<file path="src/rtl/lsu_pkg.sv">
// Shared definitions for the load/store unit: RV32I width encodings, FSM states, lane masks.
package lsu_pkg;

   localparam logic [2:0] F3_B  = 3'b000;
   localparam logic [2:0] F3_H  = 3'b001;
   localparam logic [2:0] F3_W  = 3'b010;
   localparam logic [2:0] F3_BU = 3'b100;
   localparam logic [2:0] F3_HU = 3'b101;

   localparam logic [3:0] BE_B = 4'b0001;
   localparam logic [3:0] BE_H = 4'b0011;
   localparam logic [3:0] BE_W = 4'b1111;

   typedef enum logic [1:0] {
      StIdle,
      StAccess,
      StResp
   } lsu_state_e;

   // Misaligned address or an encoding that has no meaning for this op.
   function automatic logic access_err(input logic       is_store,
                                       input logic [2:0] funct3,
                                       input logic [1:0] addr_lo);
      logic err;
      err = 1'b0;
      case (funct3)
         F3_B, F3_BU: err = 1'b0;
         F3_H, F3_HU: err = addr_lo[0];
         F3_W:        err = (addr_lo != 2'b00);
         default:     err = 1'b1;
      endcase
      if (is_store && funct3[2]) err = 1'b1;
      return err;
   endfunction

endpackage

</file>
<file path="src/rtl/lsu_align.sv">
// Combinational lane logic: store replication, byte enables, load extraction and extension.
module lsu_align
   import lsu_pkg::*;
(
   input  logic [2:0]  funct3_i,
   input  logic [1:0]  addr_lo_i,
   input  logic [31:0] wdata_i,
   input  logic [31:0] rdata_i,
   output logic [3:0]  byte_en_o,
   output logic [31:0] wdata_o,
   output logic [31:0] rdata_o
);

   logic [7:0]  lane_b;
   logic [15:0] lane_h;
   logic        sign;

   always_comb begin
      lane_b = rdata_i[7:0];
      case (addr_lo_i)
         2'd1:    lane_b = rdata_i[15:8];
         2'd2:    lane_b = rdata_i[23:16];
         2'd3:    lane_b = rdata_i[31:24];
         default: lane_b = rdata_i[7:0];
      endcase
      lane_h = addr_lo_i[1] ? rdata_i[31:16] : rdata_i[15:0];
   end

   always_comb begin
      sign      = 1'b0;
      byte_en_o = BE_W;
      wdata_o   = wdata_i;
      rdata_o   = rdata_i;
      case (funct3_i[1:0])
         2'b00: begin
            byte_en_o = BE_B << addr_lo_i;
            wdata_o   = {4{wdata_i[7:0]}};
            sign      = lane_b[7] & ~funct3_i[2];
            rdata_o   = {{24{sign}}, lane_b};
         end
         2'b01: begin
            byte_en_o = BE_H << addr_lo_i;
            wdata_o   = {2{wdata_i[15:0]}};
            sign      = lane_h[15] & ~funct3_i[2];
            rdata_o   = {{16{sign}}, lane_h};
         end
         default: ;
      endcase
   end

endmodule

</file>
<file path="src/rtl/load_store_unit.sv">
// Data-memory initiator: one load/store per handshake, word-aligned requests, error and timeout flags.
module load_store_unit
   import lsu_pkg::*;
#(
   parameter int unsigned ADDR_W         = 32,
   parameter int unsigned TIMEOUT_CYCLES = 16
) (
   input  logic              clk_i,
   input  logic              reset_i,
   input  logic              req_valid_i,
   output logic              req_ready_o,
   input  logic              req_is_store_i,
   input  logic [2:0]        req_funct3_i,
   input  logic [ADDR_W-1:0] req_addr_i,
   input  logic [31:0]       req_wdata_i,
   output logic              resp_valid_o,
   output logic [31:0]       resp_rdata_o,
   output logic              resp_misaligned_o,
   output logic              resp_timeout_o,
   output logic              mem_req_o,
   output logic [ADDR_W-1:0] mem_addr_o,
   output logic              mem_wr_en_o,
   output logic [31:0]       mem_wdata_o,
   output logic [3:0]        mem_byte_en_o,
   input  logic              mem_ready_i,
   input  logic [31:0]       mem_rdata_i
);

   localparam int unsigned   CntW    = $clog2(TIMEOUT_CYCLES);
   localparam logic [CntW-1:0] CntLast = CntW'(TIMEOUT_CYCLES - 1);

   lsu_state_e        state_q, state_d;
   logic              is_store_q, is_store_d;
   logic [2:0]        funct3_q, funct3_d;
   logic [ADDR_W-1:0] addr_q, addr_d;
   logic [31:0]       wdata_q, wdata_d;
   logic [31:0]       rdata_q, rdata_d;
   logic              mis_q, mis_d;
   logic              to_q, to_d;
   logic [CntW-1:0]   cnt_q, cnt_d;

   logic [3:0]  byte_en;
   logic [31:0] wdata_rep;
   logic [31:0] load_ext;

   lsu_align u_align (
      .funct3_i  (funct3_q),
      .addr_lo_i (addr_q[1:0]),
      .wdata_i   (wdata_q),
      .rdata_i   (mem_rdata_i),
      .byte_en_o (byte_en),
      .wdata_o   (wdata_rep),
      .rdata_o   (load_ext)
   );

   always_comb begin
      state_d    = state_q;
      is_store_d = is_store_q;
      funct3_d   = funct3_q;
      addr_d     = addr_q;
      wdata_d    = wdata_q;
      rdata_d    = rdata_q;
      mis_d      = mis_q;
      to_d       = to_q;
      cnt_d      = cnt_q;
      unique case (state_q)
         StIdle: begin
            if (req_valid_i) begin
               is_store_d = req_is_store_i;
               funct3_d   = req_funct3_i;
               addr_d     = req_addr_i;
               wdata_d    = req_wdata_i;
               rdata_d    = '0;
               to_d       = 1'b0;
               cnt_d      = '0;
               mis_d      = access_err(req_is_store_i, req_funct3_i, req_addr_i[1:0]);
               state_d    = mis_d ? StResp : StAccess;
            end
         end
         StAccess: begin
            if (mem_ready_i) begin
               if (!is_store_q) rdata_d = load_ext;
               state_d = StResp;
            end else if (cnt_q == CntLast) begin
               to_d    = 1'b1;
               state_d = StResp;
            end else begin
               cnt_d = cnt_q + 1'b1;
            end
         end
         StResp:  state_d = StIdle;
         default: state_d = StIdle;
      endcase
   end

   always_ff @(posedge clk_i) begin
      if (reset_i) begin
         state_q    <= StIdle;
         is_store_q <= 1'b0;
         funct3_q   <= '0;
         addr_q     <= '0;
         wdata_q    <= '0;
         rdata_q    <= '0;
         mis_q      <= 1'b0;
         to_q       <= 1'b0;
         cnt_q      <= '0;
      end else begin
         state_q    <= state_d;
         is_store_q <= is_store_d;
         funct3_q   <= funct3_d;
         addr_q     <= addr_d;
         wdata_q    <= wdata_d;
         rdata_q    <= rdata_d;
         mis_q      <= mis_d;
         to_q       <= to_d;
         cnt_q      <= cnt_d;
      end
   end

   assign req_ready_o       = (state_q == StIdle) && !reset_i;
   assign mem_req_o         = (state_q == StAccess);
   assign mem_addr_o        = {addr_q[ADDR_W-1:2], 2'b00};
   assign mem_wr_en_o       = mem_req_o && is_store_q;
   assign mem_wdata_o       = wdata_rep;
   assign mem_byte_en_o     = mem_req_o ? byte_en : 4'b0000;
   assign resp_valid_o      = (state_q == StResp);
   assign resp_rdata_o      = resp_valid_o ? rdata_q : 32'h0;
   assign resp_misaligned_o = resp_valid_o && mis_q;
   assign resp_timeout_o    = resp_valid_o && to_q;

endmodule
</file>
<file path="config.mk">
export PLATFORM = sky130hd
export DESIGN_NAME = load_store_unit
export DESIGN_NICKNAME = d
export VERILOG_FILES = /design/src/rtl/lsu_pkg.sv /design/src/rtl/lsu_align.sv /design/src/rtl/load_store_unit.sv
export SDC_FILE = /design/constraint.sdc
export NUM_CORES = 1
export LEC_CHECK = 0
export BUFFER_PORTS_ARGS = -buffer_cell sky130_fd_sc_hd__buf_2
export CORE_MARGIN = 1.5
export CORE_UTILIZATION = 53
export DETAILED_ROUTE_END_ITERATION = 8
export PLACE_DENSITY = 0.91
export REMOVE_ABC_BUFFERS = 1
export SETUP_SLACK_MARGIN = 0.4
export SLEW_MARGIN = 0
export SYNTH_ARGS = -nofsm -noshare
export SYNTH_HDL_FRONTEND = slang
export SYNTH_SLANG_ARGS = --single-unit
</file>
<file path="constraint.sdc">
create_clock -name clk_i -period 3.2 [get_ports clk_i]
set_input_delay 0.64 -clock clk_i [delete_from_list [all_inputs] [get_ports clk_i]]
set_output_delay 0.64 -clock clk_i [all_outputs]
set_load 0.02 [all_outputs]
</file>
==> metrics.cfg, run 1 <==
[sta]
setup-violations-final=0
rsz0062_at_grt=no
maxSlewHeadroom_pct=39.4
layout_min_cycle_time_ns=2.60
fmax_ghz=0.385
finalSetupTns_ns=0
fin_skew_ns=0.0156
hold_viol=0
worst_pin_slew_ns=0.906
drv_slew=0
timing.final.crit_share_pct=81.1

[cts]
insertion_delay_ns=0.35
clockRootBuffer=clkbuf_8
post_cts_resized=0
clock_sinks=108
path_clk_slew_ns=0.11
cts_hold_buf=0
cts_buffers=9
post-cts-setup-buffers=0
htree_levels=3
clockBufferDepth=2
cts_tree=done

[yosys]
yosysMostFrequentCell=nand2_1
avgSynthCellArea_um2=8.24
seq_area_frac_synth_pct=40.7
synth_area_leaders=dfxtp_1, nand2_1, a21oi_1, buf_4, mux2_2
async_flop_share_pct=0
postSynthCellCount=644
synth-main-ff-cell=dfxtp_1
synth_top_area_cell=dfxtp_1
yosysWarnings=0
synth_top_area_share_pct=40.7
yosys.cell_types.count=50
synth_edf_count=0
synth_common_cells=nand2_1, dfxtp_1, a21oi_1, buf_4, and2_1
ys_ff_latch=108
synth_area_um2=5310

[detailed_routing]
dr.first_iter.drc_count=235
totalWireLength_um=13300
drt_pre_antenna_iters=5
wl_per_cell_um=14.4
dr_total_vias=4985
detail_route.vias_per_cell=5.41
drc=0
antenna_left=0

[worst_setup_path]
reg2reg_depth=5
r2r_slack_ns=1.18
cp-start-kind=flop
crit_path_end=mem_wdata_o[15]
critPathArrivalTime_ns=1.96
critPathCaptureType=output port
reg2reg_to=rdata_q[0]
crit_required_ns=2.56
rr_startpoint=funct3_q[0]
timing_worst_setup_path_type=flop to output port
critPathLaunch=funct3_q[0]
crit_fanout=8

[placement]
place_area_um2=6060
port_buffers=207
hpwl_um=9360
placed_cells=904
gp_congestion=0.840

[floorplanning]
ios=210
die_y_um=103
rows=36
fp.dieW_um=103
design.core.area_um2=9730
dieArea_um2=10600
initial_utilization_pct=54.5

[cells_and_area]
layout.cells.non_filler=922
fillers=850
post-route-util_pct=64.5
stdcell_area_um2=6270
layout.nets=887
syn2layout_area_growth_pct=18.2
drive_above_1_share_pct=33.9

[global_route]
grt_pass1_wl_um=20600
grt_pass1_vias=4478
grt_start_max_net_pins=71
track_usage_pct=24.4
antenna_found_initial=2
grt_remaining_overflow=0

[pwr]
ir_drop_v=0.000275
p_total_w=0.00289
leakagePower_nw=2.92
powerDensity_nw_per_um2=460

[outcome]
status=finished clean

[hold_path]
min_from=addr_q[3]
hp-class=flop to flop

[run]
maxCapViolations=0

## registers in the layout, indices dropped and copies added, names as in the netlist
signal and flops:
mis_q 1, to_q 1, is_store_q 1, rdata_q 32, state_q 2, wdata_q 32, cnt_q 4, addr_q 32
funct3_q 3
## routing by layer
metal,global-route usage (%),share of wire (%)
met4,9.04,1.6
met1,30.4,43
met3,5.97,8.7
met2,40.8,47
met5,0,0
## cells by family after synthesis
kind of cell	after synthesis	synth area share [%]
simple gates	255	22.5
compound gates	142	17.3
flops	108	40.7
buf+inv	94	10.2
mux	41	8.61
xor+xnor	2	0.330
fa+ha+maj	1	0.236
other cells	1	0.0707
## placed cells by master (no fill, tap or decap), drive strengths merged, types with 3 or more instances in the layout
cell type / synthesis / final
buf: 61 / 216
nand2: 162 / 162
dfxtp: 108 / 108
a21oi: 76 / 76
and2: 37 / 37
mux2: 24 / 24
o21ai: 18 / 18
nand2b: 17 / 17
mux2i: 16 / 16
a221o: 16 / 16
nor2: 10 / 10
clkbuf: 29 / 9
nor2b: 8 / 8
a32o: 7 / 7
o2bb2ai: 7 / 7
inv: 4 / 7
nor3: 6 / 6
nand3: 4 / 4
a211oi: 4 / 4
clkinv: 0 / 3
## worst min path at each step
stage	end	slack, ns	cells past startpoint
6_report	addr_q[3]	0.46	2
5_1_grt	addr_q[15]	0.47	2
4_1_cts	addr_q[3]	0.46	2
3_5_place_dp	rdata_q[1]	0.44	1
3_3_place_gp	rdata_q[5]	0.44	1
2_1_floorplan	rdata_q[0]	0.42	1
## cell type report
cell class | instances | area, µm² | share of cell area [%]
Timing Repair Buffer | 216 | 1100 | 17.6
Tap cell | 133 | 166 | 2.65
Antenna cell | 2 | 5.00 | 0.0798
Sequential cell | 108 | 2160 | 34.5
Clock buffer | 9 | 124 | 1.97
Multi-Input combinational cell | 443 | 2610 | 41.7
Inverter | 4 | 15.0 | 0.239
Clock inverter | 7 | 81.3 | 1.30
## stage by stage
stage | hold WS (ns) | worst slack (ns)
floorplan | 0.424 | -0.718
global placement | 0.436 | 1.02
detailed placement | 0.442 | 0.996
CTS | 0.459 | 0.573
global route | 0.474 | 0.507
finish | 0.456 | 0.603
## report_power, final
part           switching [W]  leakage [nW]  internal [W]
combinational       0.000351          1.94      0.000214
sequential         0.0000473         0.883       0.00141
clock               0.000488         0.106      0.000375
## critical path: stages (launching register included)
cell and delay [ns]:
dfxtp_1 0.33, nor2_1 0.69, mux2_2 0.42, buf_2 0.16
Note: power is estimated with default switching activity, not from simulation.
==> inputs of run 2 (changes only) <==
Settings changed: ABC_AREA set to 1, CORE_UTILIZATION 53 to 50, PLACE_DENSITY 0.91 to 0.86.
Clock period 3.2 ns to 2.6 ns, I/O delays scaled along.
==> run 2 against run 1 <==
Compared with the run above:
- combinational power grew 80%
- routed wire length grew 12%
- via count grew 12%
- sequential share of layout area shrank 1.2 points
- die area grew 10%
- synthesized cell count grew 28%
- clock skew shrank 0.0030 ns
- hold slack lost 0.068 ns
- sequential power grew 28%
- first-iteration DRC count grew 7.7%
- largest cell class unchanged
==> metrics.cfg, run 2 <==
[outcome]
status=finished clean

[cells_and_area]
layout_common_cells=buf_2, nor2_1, nand2_1, dfxtp_1, o21ai_0
fillers=1059
antennaDiodeCount=0
layout_commonest_cell=buf_2
top_regs=addr_q x32, rdata_q x32, wdata_q x32
layout.nets=1072
layout.cells.non_filler=1112
syn2layout_area_growth_pct=17.9
drive_above_1_share_pct=28.0

[pwr]
ir_drop_v=0.000372
seq_power_share_pct=48.2
power.internal_w=0.00250
powerDensity_nw_per_um2=595
p_total_w=0.00387
p_sw_share_pct=35.5
leakagePower_nw=3.10
p_comb_share_pct=26.3
p_sw_w=0.00138
power_frac_clock_pct=25.5

[detailed_routing]
drc=0
antenna_left=0
dr.first_iter.drc_count=253
detail_route.vias_per_cell=5.01
wl_per_cell_um=13.3
drt_pre_antenna_iters=4
dr_total_vias=5567
totalWireLength_um=14800

[sta]
maxSlewHeadroom_pct=65.9
fin_skew_ns=0.0126
worst_pin_slew_ns=0.510
finalSetupTns_ns=0
layout_min_cycle_time_ns=2.11
timing.final.crit_share_pct=81.2
fmax_ghz=0.474
setup-violations-final=0
drv_slew=0
rsz0062_at_grt=yes
setup_ws_ns=0.489
hold_viol=0

[floorplanning]
design.core.area_um2=10800
fp.dieW_um=108
initial_utilization_pct=51.1
ios=210
dieArea_um2=11700
rows=38
die_y_um=108

[worst_setup_path]
critPathCaptureType=output port
r2r_slack_ns=0.69
reg2reg_depth=7
slowest_delay_ns=0.37
cp-start-kind=flop
critPathArrivalTime_ns=1.59
crit_required_ns=2.08
crit_chain=inv_4 > nand2_1 > nand3_1 > a21oi_1 > buf_2
reg2reg_to=rdata_q[0]
crit_fanout=11
rr_startpoint=state_q[1]
slowest_stage=dfxtp_1
timing_worst_setup_path_type=flop to output port

[hold_path]
whs_endpoint=addr_q[24]
whs_path_depth=3
hp-class=input pin to flop
min_from=req_addr_i[24]

[global_route]
grt_remaining_overflow=0
track_usage_pct=25.0
antenna_found_initial=0
grt_pass1_vias=4986
grt_pass1_wl_um=23200
grt_start_max_net_pins=57

[yosys]
synth-main-ff-cell=dfxtp_1
synth_area_um2=5520
synthXorXnorAreaFrac_pct=0
yosysWarnings=0
avgSynthCellArea_um2=6.70
synth_common_cells=nor2_1, nand2_1, dfxtp_1, o21ai_0
synth_compound_area_share_pct=17.2
synth-simple-area-share_pct=28.3
async_flop_share_pct=0
synth_top_area_share_pct=39.2
synth_top_area_cell=dfxtp_1
synthAdderAreaFrac_pct=0.227
seq_area_frac_synth_pct=39.2
yosys.cell_types.count=33
synth_edf_count=0
yosysMostFrequentCell=nor2_1
synth_top_family_by_area=simple AND/OR/NAND/NOR gates
synthMuxAreaShare_pct=0
ys_ff_latch=108
synth_area_leaders=dfxtp_1, nor2_1, nand2_1, o21ai_0, a21oi_1
postSynthCellCount=824

[placement]
placed_cells=1095
gp_congestion=0.830
hpwl_um=10900
port_buffers=207
pre_cts_slack_ns=0.507

[run]
maxCapViolations=0

[cts]
insertion_delay_ns=0.37
htree_levels=3
cts_buffers=9
clock_sinks=108
path_clk_slew_ns=0.12
clockRootBuffer=clkbuf_8
cts_tree=done
clockBufferDepth=2

==> run 2: layout make-up <==
type	instances	area (µm²)	area share, %
timing repair buffer	218	1150	17.7
tap	140	175	2.69
multi-input combinational	558	2540	39.1
clock inverter	6	56.3	0.865
clock buffer	10	128	1.96
sequential	108	2170	33.3
inverter	72	283	4.35
==> run 2: worst max path at each step <==
stage / startpoint / endpoint / slack, ns / cells past startpoint
finish: funct3_q[0] / mem_byte_en_o[2] / 0.49 / 5
global placement: funct3_q[0] / mem_wdata_o[9] / 0.58 / 6
floorplan: state_q[1] / resp_misaligned_o / 0.08 / 4
global route: state_q[1] / resp_rdata_o[14] / 0.40 / 6
detailed placement: funct3_q[0] / mem_wdata_o[9] / 0.51 / 6
CTS: funct3_q[1] / mem_wdata_o[9] / 0.41 / 6
==> run 2: what timing repair did <==
action	4_1_cts	5_1_grt
buffers inserted	1	0
hold buffers	0	0
endpoints found under the hold margin	0	0
resized for setup	9	9
endpoints found under the setup margin	49	41
==> run 2: power groups by stage <==
| stage | Clock, W | Sequential [W] | Combinational [W] |
|---|---|---|---|
| floorplan | 0 | 0.00197 | 0.000548 |
| global placement | 0 | 0.00190 | 0.000987 |
| detailed placement | 0 | 0.00190 | 0.00100 |
| CTS | 0.00101 | 0.00186 | 0.00102 |
| global route | 0.00108 | 0.00188 | 0.00113 |
| finish | 0.000988 | 0.00187 | 0.00102 |
==> run 2: kinds of logic (layout without fill, tap and decap cells) <==
kind of cell / Yosys count / count (layout)
compound gates: 180 / 180
buf+inv: 159 / 306
flops: 108 / 108
simple gates: 375 / 375
fa+ha+maj: 1 / 1
other cells: 1 / 2
==> run 2: worst max-delay path: cells and delay by family (launching register included) <==
family	cells	cell delay, ns
DFF	1	0.37
AOI/OAI and AO/OA	1	0.20
buffers and inverters	2	0.28
and+or+nand+nor	2	0.39
==> run 2: through the flow <==
stage | instance area [µm²] | hold slack, ns | utilization, %
final | 6510 | 0.388 | 60.3
after global routing | 6510 | 0.391 | 60.3
after CTS | 6490 | 0.378 | 60.1
after detailed placement | 6270 | 0.456 | 58.1
after global placement | 6270 | 0.448 | 58.1
after floorplan | 4970 | 0.436 | -
==> run 2: per-layer routing <==
metal	GRT usage, %	up-vias	wire, µm
li1	-	2842	-
met2	42.7	226	6940
met4	8.18	0	306
met1	30.2	2469	6170
met5	0	-	0
met3	7.17	30	1390
==> inputs of run 3 (changes only) <==
Settings changed: CORE_UTILIZATION 50 to 45, PLACE_DENSITY 0.86 to 0.82.
Clock period 2.6 ns to 1.8 ns, I/O delays scaled along.
==> run 3 against run 2 <==
Compared with the run above:
- the flow now finishes with violations (setup timing)
- clock skew grew 0.0017 ns
- cell area grew 42%
- sequential power grew 45%
- register-to-register slack lost 0.76 ns
- critical path type is now flop to flop
- critical endpoint is now rdata_q[18]
==> metrics.cfg, run 3 (synthesis gave the netlist of run 2 again) <==
[sta]
worst_pin_slew_ns=0.709
fmax_ghz=0.536
setup_ws_ns=-0.0660
maxSlewHeadroom_pct=52.7
rsz0062_at_grt=yes
fin_skew_ns=0.0142
timing.final.crit_share_pct=104
layout_min_cycle_time_ns=1.87
holdWs_ns=0.225
hold_viol=0
drv_slew=0
setup-violations-final=6

[pwr]
power.internal_w=0.00487
powerDensity_nw_per_um2=818
p_sw_w=0.00267
p_sw_share_pct=35.4
power_frac_clock_pct=26.6
ir_drop_v=0.000586
seq_power_share_pct=36.1
p_comb_share_pct=37.2
leakagePower_nw=4.13

[detailed_routing]
antenna_left=0
wl_per_cell_um=19.7
totalWireLength_um=23800
drc=0
detail_route.vias_per_cell=5.67
dr_total_vias=6839
dr.first_iter.drc_count=660
drt_pre_antenna_iters=7

[worst_setup_path]
cp-start-kind=flop
crit_fanout=12
critPathArrivalTime_ns=2.16
crit_required_ns=2.09
reg2reg_depth=9
timing_worst_setup_path_type=flop to flop
critPathCaptureType=flop

[global_route]
antenna_found_initial=0
grt_remaining_overflow=0
track_usage_pct=30.6
grt_start_max_net_pins=51
grt_pass1_wl_um=30700
grt_pass1_vias=6051

[floorplanning]
design.core.area_um2=12000
dieArea_um2=12900
fp.dieW_um=114
initial_utilization_pct=46.0
rows=40
ios=210
die_y_um=114

[placement]
place_area_um2=6440
gp_congestion=0.836
port_buffers=207
hpwl_um=10900

[cells_and_area]
regArea_um2=2180
antennaDiodeCount=0
drive_above_1_share_pct=50.8
post-route-util_pct=76.7
layout_common_cells=nor2_1, buf_2, dfxtp_1, nand2_1, buf_6
layout.nets=1160
syn2layout_area_growth_pct=66.9
top_regs=addr_q x32, rdata_q x32, wdata_q x32
stdcell_area_um2=9220
fillers=759
multi_input_area_um2=3510
layout_commonest_cell=nor2_1

[cts]
insertion_delay_ns=0.37
clock_sinks=108
cts_buffers=9
path_clk_slew_ns=0.07
htree_levels=3
clockRootBuffer=clkbuf_16
cts_tree=done
clockBufferDepth=2
cts_hold_buf=0

[hold_path]
hp-class=input pin to flop
whs_path_depth=3

[outcome]
violations=setup timing
status=finished, violations left

[run]
maxCapViolations=0

==> run 3: worst max-delay path, cell delays in order, from the launching register on <==
cell and delay (ns):
dfxtp_2 0.33, buf_6 0.13, nor2_8 0.15, buf_6 0.12, buf_4 0.09, buf_4 0.15
nand3_4 0.19, nor2_1 0.18, nand2_1 0.21, a21oi_2 0.23
==> run 3: worst paths after layout <==
path	from	endpoint	slack, ns
setup / recovery	state_q[1]	rdata_q[18]	-0.07
hold / removal	req_addr_i[18]	addr_q[18]	0.22
setup reg to reg	state_q[1]	rdata_q[18]	-0.07
hold reg to reg	rdata_q[25]	rdata_q[25]	0.47
==> run 3: stage by stage <==
stage               worst slack (ns)  cells  setup TNS (ns)  total power [W]
floorplan                     -0.565    738          -38.19          0.00363
global placement               0.203   1116               0          0.00426
detailed placement             0.166   1116               0          0.00428
CTS                           0.0305   1179               0          0.00684
global route                  -0.117   1207           -2.24          0.00781
finish                       -0.0660   1207          -0.104          0.00754
==> run 3: timing repair <==
item                                   4_1_cts  5_1_grt
endpoints found under the hold margin        0        0
resized for setup                          242      283
pin swaps                                   35       34
buffers inserted                            32       21
gates cloned                                15        7
setup endpoints to repair                  135      174
==> run 3: power by group through the flow <==
stage               Clock, W  Sequential (W)  Combinational (W)
finish               0.00201         0.00272            0.00281
global route         0.00213         0.00274            0.00294
CTS                  0.00198         0.00270            0.00216
detailed placement         0         0.00274            0.00155
global placement           0         0.00273            0.00153
floorplan                  0         0.00284           0.000792
==> run 3: cell type report <==
type / count / share of cell area [%]
clock buffer: 14 / 2.97
timing repair buffer: 302 / 29.3
inverter: 72 / 3.60
sequential: 108 / 23.7
tap: 147 / 2.00
timing repair inverter: 1 / 0.122
multi-input combinational: 561 / 38.1
clock inverter: 2 / 0.190
==> run 3: layer usage <==
metal / GRT usage, % / wire [µm] / vias up
li1: - / - / 3043
met1: 36.1 / 8430 / 3149
met2: 52.2 / 11500 / 496
met3: 6.32 / 2310 / 151
met4: 16.6 / 1500 / 0
met5: 0 / 0 / -
